$ cat src/rtl/heap_port_arbiter.sv
// -----------------------------------------------------------------------------
// heap_port_arbiter
//
// Purpose:
//   Shares the GPU-side read/write port (port B) of the heap memory among
//   NUM_REQ requesters. One round-robin grant per clock. Each accepted
//   transaction is tracked through the synchronous-read memory pipeline so
//   that its response (read data or write acknowledge) is steered back to
//   the requester that issued it, exactly READ_LATENCY clocks after
//   acceptance and in acceptance order.
//
// Optional feature (compile-time macro HEAP_ARB_LOCK_EN):
//   Adds req_lock. A grant taken with req_lock[g]=1 locks the port to g until
//   g completes a transaction with req_lock[g]=0 (atomic read-modify-write).
//   Without the macro the arbiter is pure round-robin and has no req_lock.
//
// Ports:
//   clk          clock, rising edge
//   reset_n      synchronous active-low reset
//   req_valid    per-requester request
//   req_ready    one-hot grant (accept on valid & ready)
//   req_addr     packed byte addresses, requester i at slice i
//   req_wr_data  packed write data
//   req_wr_en    packed byte enables, all-zero = read
//   req_lock     (HEAP_ARB_LOCK_EN only) per-requester lock request
//   rsp_valid    one-hot response strobe
//   rsp_data     shared read data, qualified by rsp_valid
//   mem_address  heap port B address
//   mem_wr_data  heap port B write data
//   mem_wr_en    heap port B byte write enables
//   mem_rd_data  heap port B read data
// -----------------------------------------------------------------------------
module heap_port_arbiter #(
  parameter int NUM_REQ      = 4,
  parameter int ADDR_WIDTH   = 32,
  parameter int DATA_WIDTH   = 32,
  parameter int WORD_BYTES   = 4,
  parameter int READ_LATENCY = 1
) (
  input  logic                             clk,
  input  logic                             reset_n,
  input  logic [NUM_REQ-1:0]               req_valid,
  output logic [NUM_REQ-1:0]               req_ready,
  input  logic [NUM_REQ*ADDR_WIDTH-1:0]    req_addr,
  input  logic [NUM_REQ*DATA_WIDTH-1:0]    req_wr_data,
  input  logic [NUM_REQ*WORD_BYTES-1:0]    req_wr_en,
`ifdef HEAP_ARB_LOCK_EN
  input  logic [NUM_REQ-1:0]               req_lock,
`endif
  output logic [NUM_REQ-1:0]               rsp_valid,
  output logic [DATA_WIDTH-1:0]            rsp_data,
  output logic [ADDR_WIDTH-1:0]            mem_address,
  output logic [DATA_WIDTH-1:0]            mem_wr_data,
  output logic [WORD_BYTES-1:0]            mem_wr_en,
  input  logic [DATA_WIDTH-1:0]            mem_rd_data
);

  localparam int PTR_W = (NUM_REQ > 1) ? $clog2(NUM_REQ) : 1;

  logic [PTR_W-1:0]      r_rr_ptr;
  logic [ADDR_WIDTH-1:0] r_addr_hold;
  logic [DATA_WIDTH-1:0] r_wdata_hold;

  logic [NUM_REQ-1:0]    w_eligible;
  logic [2*NUM_REQ-1:0]  w_rot;
  logic [PTR_W-1:0]      w_ofs;
  logic [PTR_W:0]        w_sum;
  logic [PTR_W-1:0]      w_gnt_idx;
  logic                  w_gnt_any;

  logic [ADDR_WIDTH-1:0] w_addr_arr  [NUM_REQ];
  logic [DATA_WIDTH-1:0] w_wdata_arr [NUM_REQ];
  logic [WORD_BYTES-1:0] w_be_arr    [NUM_REQ];

  logic [READ_LATENCY-1:0] r_trk_vld_p;
  logic [PTR_W-1:0]        r_trk_id_p [READ_LATENCY];

`ifdef HEAP_ARB_LOCK_EN
  logic             r_locked;
  logic [PTR_W-1:0] r_lock_owner;
`endif

  // Unpack the flat request buses so the winner can be selected by index.
  always_comb begin
    for (int i = 0; i < NUM_REQ; i++) begin
      w_addr_arr[i]  = req_addr[i*ADDR_WIDTH +: ADDR_WIDTH];
      w_wdata_arr[i] = req_wr_data[i*DATA_WIDTH +: DATA_WIDTH];
      w_be_arr[i]    = req_wr_en[i*WORD_BYTES +: WORD_BYTES];
    end
  end

  // Requesters allowed to compete this cycle. Reset masks everyone so
  // req_ready and the memory strobes fall to zero without extra gating.
  always_comb begin
    w_eligible = reset_n ? req_valid : '0;
`ifdef HEAP_ARB_LOCK_EN
    if (r_locked) begin
      w_eligible = w_eligible & (NUM_REQ'(1) << r_lock_owner);
    end
`endif
  end

  // Round-robin search: rotate the eligible vector so rr_ptr lands on bit 0,
  // take the first set bit, then translate the offset back modulo NUM_REQ.
  always_comb begin
    w_rot     = {w_eligible, w_eligible} >> r_rr_ptr;
    w_gnt_any = 1'b0;
    w_ofs     = '0;
    for (int k = 0; k < NUM_REQ; k++) begin
      if (!w_gnt_any && w_rot[k]) begin
        w_gnt_any = 1'b1;
        w_ofs     = PTR_W'(k);
      end
    end
    w_sum = {1'b0, r_rr_ptr} + {1'b0, w_ofs};
    if (w_sum >= (PTR_W+1)'(NUM_REQ)) begin
      w_sum = w_sum - (PTR_W+1)'(NUM_REQ);
    end
    w_gnt_idx = w_sum[PTR_W-1:0];
  end

  always_comb begin
    req_ready   = w_gnt_any ? (NUM_REQ'(1) << w_gnt_idx) : '0;
    mem_wr_en   = w_gnt_any ? w_be_arr[w_gnt_idx] : '0;
    mem_address = !reset_n ? '0 : (w_gnt_any ? w_addr_arr[w_gnt_idx]  : r_addr_hold);
    mem_wr_data = !reset_n ? '0 : (w_gnt_any ? w_wdata_arr[w_gnt_idx] : r_wdata_hold);
  end

  // ---- Stage p0: grant accepted, pointer / hold registers advance ----------
  always_ff @(posedge clk) begin
    if (!reset_n) begin
      r_rr_ptr     <= '0;
      r_addr_hold  <= '0;
      r_wdata_hold <= '0;
    end else if (w_gnt_any) begin
      r_rr_ptr     <= (w_gnt_idx == PTR_W'(NUM_REQ-1)) ? '0 : w_gnt_idx + PTR_W'(1);
      r_addr_hold  <= w_addr_arr[w_gnt_idx];
      r_wdata_hold <= w_wdata_arr[w_gnt_idx];
    end
  end

`ifdef HEAP_ARB_LOCK_EN
  // Every accepted grant can only come from the owner while locked, so the
  // lock state simply follows req_lock of whoever was last granted.
  always_ff @(posedge clk) begin
    if (!reset_n) begin
      r_locked <= 1'b0;
    end else if (w_gnt_any) begin
      r_locked <= req_lock[w_gnt_idx];
    end
  end

  always_ff @(posedge clk) begin
    if (w_gnt_any) begin
      r_lock_owner <= w_gnt_idx;
    end
  end
`endif

  // ---- Stages p0..pN-1: tracking pipeline aligned with memory read latency --
  always_ff @(posedge clk) begin
    if (!reset_n) begin
      r_trk_vld_p <= '0;
    end else begin
      r_trk_vld_p[0] <= w_gnt_any;
      for (int i = 1; i < READ_LATENCY; i++) begin
        r_trk_vld_p[i] <= r_trk_vld_p[i-1];
      end
    end
  end

  always_ff @(posedge clk) begin
    r_trk_id_p[0] <= w_gnt_idx;
    for (int i = 1; i < READ_LATENCY; i++) begin
      r_trk_id_p[i] <= r_trk_id_p[i-1];
    end
  end

  // ---- Response stage: last tracking entry lines up with mem_rd_data -------
  always_comb begin
    rsp_valid = (reset_n && r_trk_vld_p[READ_LATENCY-1])
              ? (NUM_REQ'(1) << r_trk_id_p[READ_LATENCY-1]) : '0;
    rsp_data  = mem_rd_data;
  end

endmodule

$ cat config.mk
export PLATFORM = sky130hd
export DESIGN_NAME = heap_port_arbiter
export DESIGN_NICKNAME = d
export VERILOG_FILES = /design/src/rtl/heap_port_arbiter.sv
export SDC_FILE = /design/constraint.sdc
export NUM_CORES = 1
export LEC_CHECK = 0
export CAP_MARGIN = 20
export CORE_MARGIN = 3
export CORE_UTILIZATION = 33
export DETAILED_ROUTE_END_ITERATION = 10
export PLACE_DENSITY_LB_ADDON = 0.2
export SLEW_MARGIN = 15
export SYNTH_ARGS = -nofsm -noshare
export SYNTH_HDL_FRONTEND = slang
export SYNTH_SLANG_ARGS = --single-unit
$ cat constraint.sdc
create_clock -name clk -period 7 [get_ports clk]
set_clock_uncertainty 0.05 [all_clocks]
set_input_delay 0.7 -clock clk [delete_from_list [all_inputs] [get_ports clk]]
set_output_delay 0.7 -clock clk [all_outputs]
set_load 0.02 [all_outputs]
== After elaboration in Yosys (flattened, before gate mapping) ==
Memory sizes are Yosys's and may differ from the RTL's.
Index checks and enable logic that the tools add are counted.
Storage, ports and cells
  bits in registers: 67
  memory bits (writable): 2
  input bits: 310
  output and inout bits: 108
  word-level logic and storage cells: 48
  memories kept: 1
Memories
  r_trk_id_p: words 1, bits a word 2, rd ports 1, clocked after memory_dff 0, write ports 1, line 76  | logic [PTR_W-1:0] r_trk_id_p [READ_LATENCY];
Cells by class
  add/sub/neg operators: 3
  magnitude comparators: 2
  eq/ne operators: 1
  shifts and indexed selects: 3
  mux-type cells: 26
  bitwise gates (word level): 1
  reductions and logical operators: 7
Operators by type and width (count)
  $mux 32: 8
  $bmux 32 s2: 2
  $mux 4: 6
  $bmux 4 s2: 1
  $mux 2: 4
  $shl 1x2->4 const A: 2
  $shr 8x2->4: 1
  $ge 3x3->1 const B: 2
  $mux 1: 5
  $logic_and 1x1->1: 4
  $add 2x2->3: 1
  $logic_not 1->1: 3
  $not 2->3: 1
  $add 2x1->2 const B: 1
  $eq 2x2->1 const B: 1
  $sub 2x1->2 const B: 1

== Longest topological paths before layout ==
  depth after elaboration: 21
  depth in mapped cells: 17
  gate-level depth less buffers: 13

== Worst setup path before layout ==
Ideal clock, no wire load.
  kind: input-to-output
  from: input port req_valid[1]
  to: output port mem_address[20]
  arrival: 3.611 ns
  data required time: 6.250 ns
  slack: 2.639 ns
  stages: 15
  buffers on the path: 5
  cell sequence: buf_2 > nor2b_1 > mux2i_1 > nor2_1 > nor2_1 > a2111oi_0 > ha_1 > buf_2 > clkbuf_1 > clkbuf_1 > buf_1 > nand2_1 > o21ai_0 > o211ai_1 > a32o_1
Between the ends
  longest elaborated chain between the ends: 21
  elaborated cells between the ends (all ways): 25
  those cells by class: add/sub (2); order compare (1); shift (1); mux (14); bitwise (1); reduce/logical (6)
RTL lines
  start, declared: line 42  | input logic [NUM_REQ-1:0] req_valid,
  $mux 4 *: line 95  | w_eligible = reset_n ? req_valid : '0;
  $shr 8x2->4 *: line 106  | w_rot = {w_eligible, w_eligible} >> r_rr_ptr;
  $mux 1: line 110  | if (!w_gnt_any && w_rot[k]) begin
  $logic_not 1->1: line 110
  $logic_and 1x1->1: line 110
  $mux 1: line 110
  $logic_not 1->1: line 110
  $logic_and 1x1->1: line 110
  [3 not listed]
  $mux 2: line 110
  $add 2x2->3: line 115  | w_sum = {1'b0, r_rr_ptr} + {1'b0, w_ofs};
  $ge 3x3->1 or $sub 2x1->2 (tied branches): line 116, 117
  $mux 2: line 116  | if (w_sum >= (PTR_W+1)'(NUM_REQ)) begin
  $not 2->3 (not written as such): line 125  | mem_address = !reset_n ? '0 : (w_gnt_any ? w_addr_arr[w_gnt_idx] : r_addr_hold);
  $bmux 32 s2: line 125
  $mux 32 (not written as such) (2 in series): line 125
  $mux 32 * (2 in series): line 125
  end, declared: line 52  | output logic [ADDR_WIDTH-1:0] mem_address,
Mark *: on every way between the ends. The rest lies on a longest branch, timed or not. The select of a mux whose other input is x is not followed.

== Worst setup path in the final report ==
  from: input port req_valid[1]
  to: output port mem_address[27]
Same word-level chain as after synthesis.

==> metrics.log <==
[metrics] status: finished clean
[metrics] netlist area before placement: 8080 um2
[metrics] Mapped Nets: 1326
[metrics] number of resized instances in the post-cts repair step: 0
[metrics] layout cell share with drive strength beyond 1: 0.163
[metrics] syn avg cell area: 7.97 um2
[metrics] fraction of synthesized cell area taken by the top area cell type: 0.171
[metrics] number of max-capacitance violations reported: 0
[metrics] Worst Setup End Kind: output pin
[metrics] GRT Util Overall: 0.228
[metrics] Initial Utilization: 0.340
[metrics] library cell with the largest summed area after synthesis: dfxtp_1
[metrics] worst vdd rail ir drop: 0.184 mV
[metrics] setup fix buffers added after clock tree synthesis: 0
[metrics] commonest cells in the synthesized netlist: 135 x nand2_1, 104 x mux2_2, 79 x clkbuf_1
[metrics] setup total negative slack: 0 ns
[metrics] Clock Root Buffer: clkbuf_16
[metrics] number of nets with antenna violations after detailed routing: 0
[metrics] Max Slew Vio Count: 0
[metrics] yosys warns: 0
[metrics] Core Rows: 56
[metrics] Setup Viol. Count Final: 0
[metrics] most used standard cell by instance count after synthesis: nand2_1
[metrics] type of the worst setup path: in -> out
[metrics] Max H-tree Level: 3
[metrics] Fmax achieved: 160 MHz
[metrics] type of origin of the critical path: primary input
[metrics] total wire length after detailed routing: 31900 um
[metrics] core box area: 23800 um2
[metrics] first-pass GRT wire length: 48800 um
[metrics] Top FF cell, synth: dfxtp_1
[metrics] port bufs: 353
[metrics] worst relative slew slack: 0.437
[metrics] final critical path time including I/O delays and setup: 6.26 ns
[metrics] number of hold-repair buffers added at the cts stage: 0
[metrics] Seq/Total Area, Yosys: 0.171
[metrics] 1st-pass router iterations: 4
[metrics] buffer depth of the longest clock path: 2
[metrics] die extent in x: 162 um
[metrics] Top Ports: 418
[metrics] Die Span Y: 162 um
[metrics] number of remaining DRC errors: 0
[metrics] post-synthesis to final-layout area growth: 46.2%
[metrics] number of register bits inferred by synthesis: 69
[metrics] power after layout: 3.33 mW
[metrics] fraction of the cycle the final worst path needs: 0.894
[metrics] clock input transition at the sequential cells of the worst setup and hold paths: 0.06 ns
[metrics] highest fanout seen on the critical path: 71
[metrics] detailed placer's ending HPWL: 22100 um
[metrics] worst-margin pin slew: 0.836 ns
[metrics] number of vias after detailed routing: 9019
[metrics] Crit path required time: 6.25 ns
[metrics] clock latency on the worst-skew pair: 0.35 ns
[metrics] sum of overflow across all layers after global routing: 0
[metrics] number of inserted filler cells in the final layout: 2310
[metrics] via count of the first global-routing pass: 8644
[metrics] number of synthesized flops with an enable pin: 0
[metrics] number of clock buffers inserted by TritonCTS: 9
[metrics] final standard cell area without fillers: 11800 um2
[metrics] total number of clock tree sinks: 69
[metrics] antenna violations before repair: 0
[metrics] post-detailed-route via-to-cell ratio: 5.70
[metrics] Power per Cell Area: 282 nW/um2
[metrics] classification of the worst-slack hold path: reg -> reg
[metrics] distinct cell type count after synthesis: 51
[metrics] Iteration-0 DRC Markers: 454
[metrics] Die ar.: 26400 um2
[metrics] share of async-settable or async-resettable flops after synthesis: 0
[metrics] Post-DP Area: 11500 um2
[metrics] most area-consuming cells after synthesis: dfxtp_1 17%, mux2_2 15%, mux2_4 9.1%
[metrics] CP Data Arrival Time: 5.51 ns
[metrics] TritonCTS clock tree: done
[metrics] number of diodes: 0
[metrics] nets: 1572
[metrics] Syn Inst Count: 1013
[metrics] weighted congestion at the end of routability-driven global placement: 0.847
[metrics] Routed WL per cell: 20.1 um
[metrics] unrepaired setup endpoints after global routing: false
[metrics] Lkg Pwr: 4.25 nW
[metrics] hold violation count in the final report: 0
[metrics] pin count of the biggest net entering global routing: 99
==> path summary, 6_finish.rpt <==
check | endpoint | from | cells past startpoint | slack (ns)
setup reg to reg | r_addr_hold[27] | r_rr_ptr[0] | 11 | 2.70
hold / removal | r_addr_hold[21] | r_addr_hold[21] | 1 | 0.42
hold reg to reg | r_addr_hold[21] | r_addr_hold[21] | 1 | 0.42
setup / recovery | mem_address[27] | req_valid[1] | 14 | 0.74
==> power breakdown <==
part / internal [mW] / switching [mW]
Sequential: 0.567 / 0.0596
Clock: 0.238 / 0.197
Combinational: 1.08 / 1.19
==> stage by stage <==
step	util	hold WS (ns)	cells	worst slack [ns]
5_1_grt	0.497	0.440	1583	0.457
4_1_cts	0.496	0.424	1582	0.728
3_5_place_dp	0.485	0.409	1566	0.737
3_3_place_gp	0.485	0.406	1566	0.817
2_1_floorplan	-	0.486	1013	2.64
6_report	0.497	0.422	1583	0.742
==> cells by family (layout without fill, tap and decap cells) <==
| logic type | count (synthesis) | after routing | synth area share |
|---|---|---|---|
| AOI/OAI and AO/OA | 313 | 313 | 0.286 |
| adders and majority gates | 3 | 3 | 0.00465 |
| DFF | 69 | 69 | 0.171 |
| buffers and inverters | 151 | 402 | 0.0956 |
| and+or+nand+nor | 293 | 293 | 0.168 |
| muxes | 184 | 184 | 0.275 |
==> flip-flops by register name, indices dropped and copies added, names as in the netlist <==
register      flops
r_addr_hold      32
r_rr_ptr          2
r_trk_id_p        2
r_trk_vld_p       1
r_wdata_hold     32
==> cell usage in the layout, fill, tap and decap left out, types with 2 or more instances in the layout <==
cell	n
nand2_1	134
mux2i_1	28
o211ai_1	15
nand3_1	2
o31a_1	2
a221o_1	58
and2_1	5
ha_1	2
a21o_1	66
mux2_2	104
clkbuf_1	2
nor2b_1	4
and3_1	3
nand2b_1	3
o22ai_1	4
nor3_1	14
nand4_1	51
a211oi_1	8
inv_1	10
nor2_1	58
buf_4	16
nor2_4	2
buf_12	4
clkdlybuf4s50_1	353
a31oi_1	53
a22oi_1	14
nor4_1	7
dfxtp_1	68
mux2_4	49
o21ai_0	69
clkbuf_16	9
mux2_1	3
a32o_1	11
o211a_1	2
clkinv_2	4
a21oi_1	3
==> layer usage <==
| layer | share of wire | up-vias | global-route usage |
|---|---|---|---|
| li1 | - | 4307 | - |
| met1 | 0.41 | 4287 | 0.284 |
| met2 | 0.48 | 395 | 0.388 |
| met3 | 0.092 | 30 | 0.0689 |
| met4 | 0.015 | 0 | 0.0531 |
| met5 | 0 | - | 0 |
==> worst max-delay path: stages <==
cell	delay [ns]
clkdlybuf4s50_1	0.74
nor2b_1	0.22
mux2i_1	0.09
nor2_1	0.12
nor2_1	0.06
a2111oi_0	0.64
ha_4	0.41
buf_4	0.72
nor2_1	0.15
a21o_1	0.19
a221o_1	0.34
a22oi_1	0.18
a32o_1	0.27
clkdlybuf4s50_1	0.64
==> layout make-up <==
cell class              instances  area [um2]  share of cell area
multi-input cells             793        5980               0.506
inverters                      13        53.8             0.00456
well taps                     319         399              0.0338
clock inverters                 5        27.5             0.00233
repair buffers                373        3730               0.316
clock buffers                  11         233              0.0197
flip-flops and latches         69        1380               0.117
Note: power is estimated with default switching activity, not from simulation.
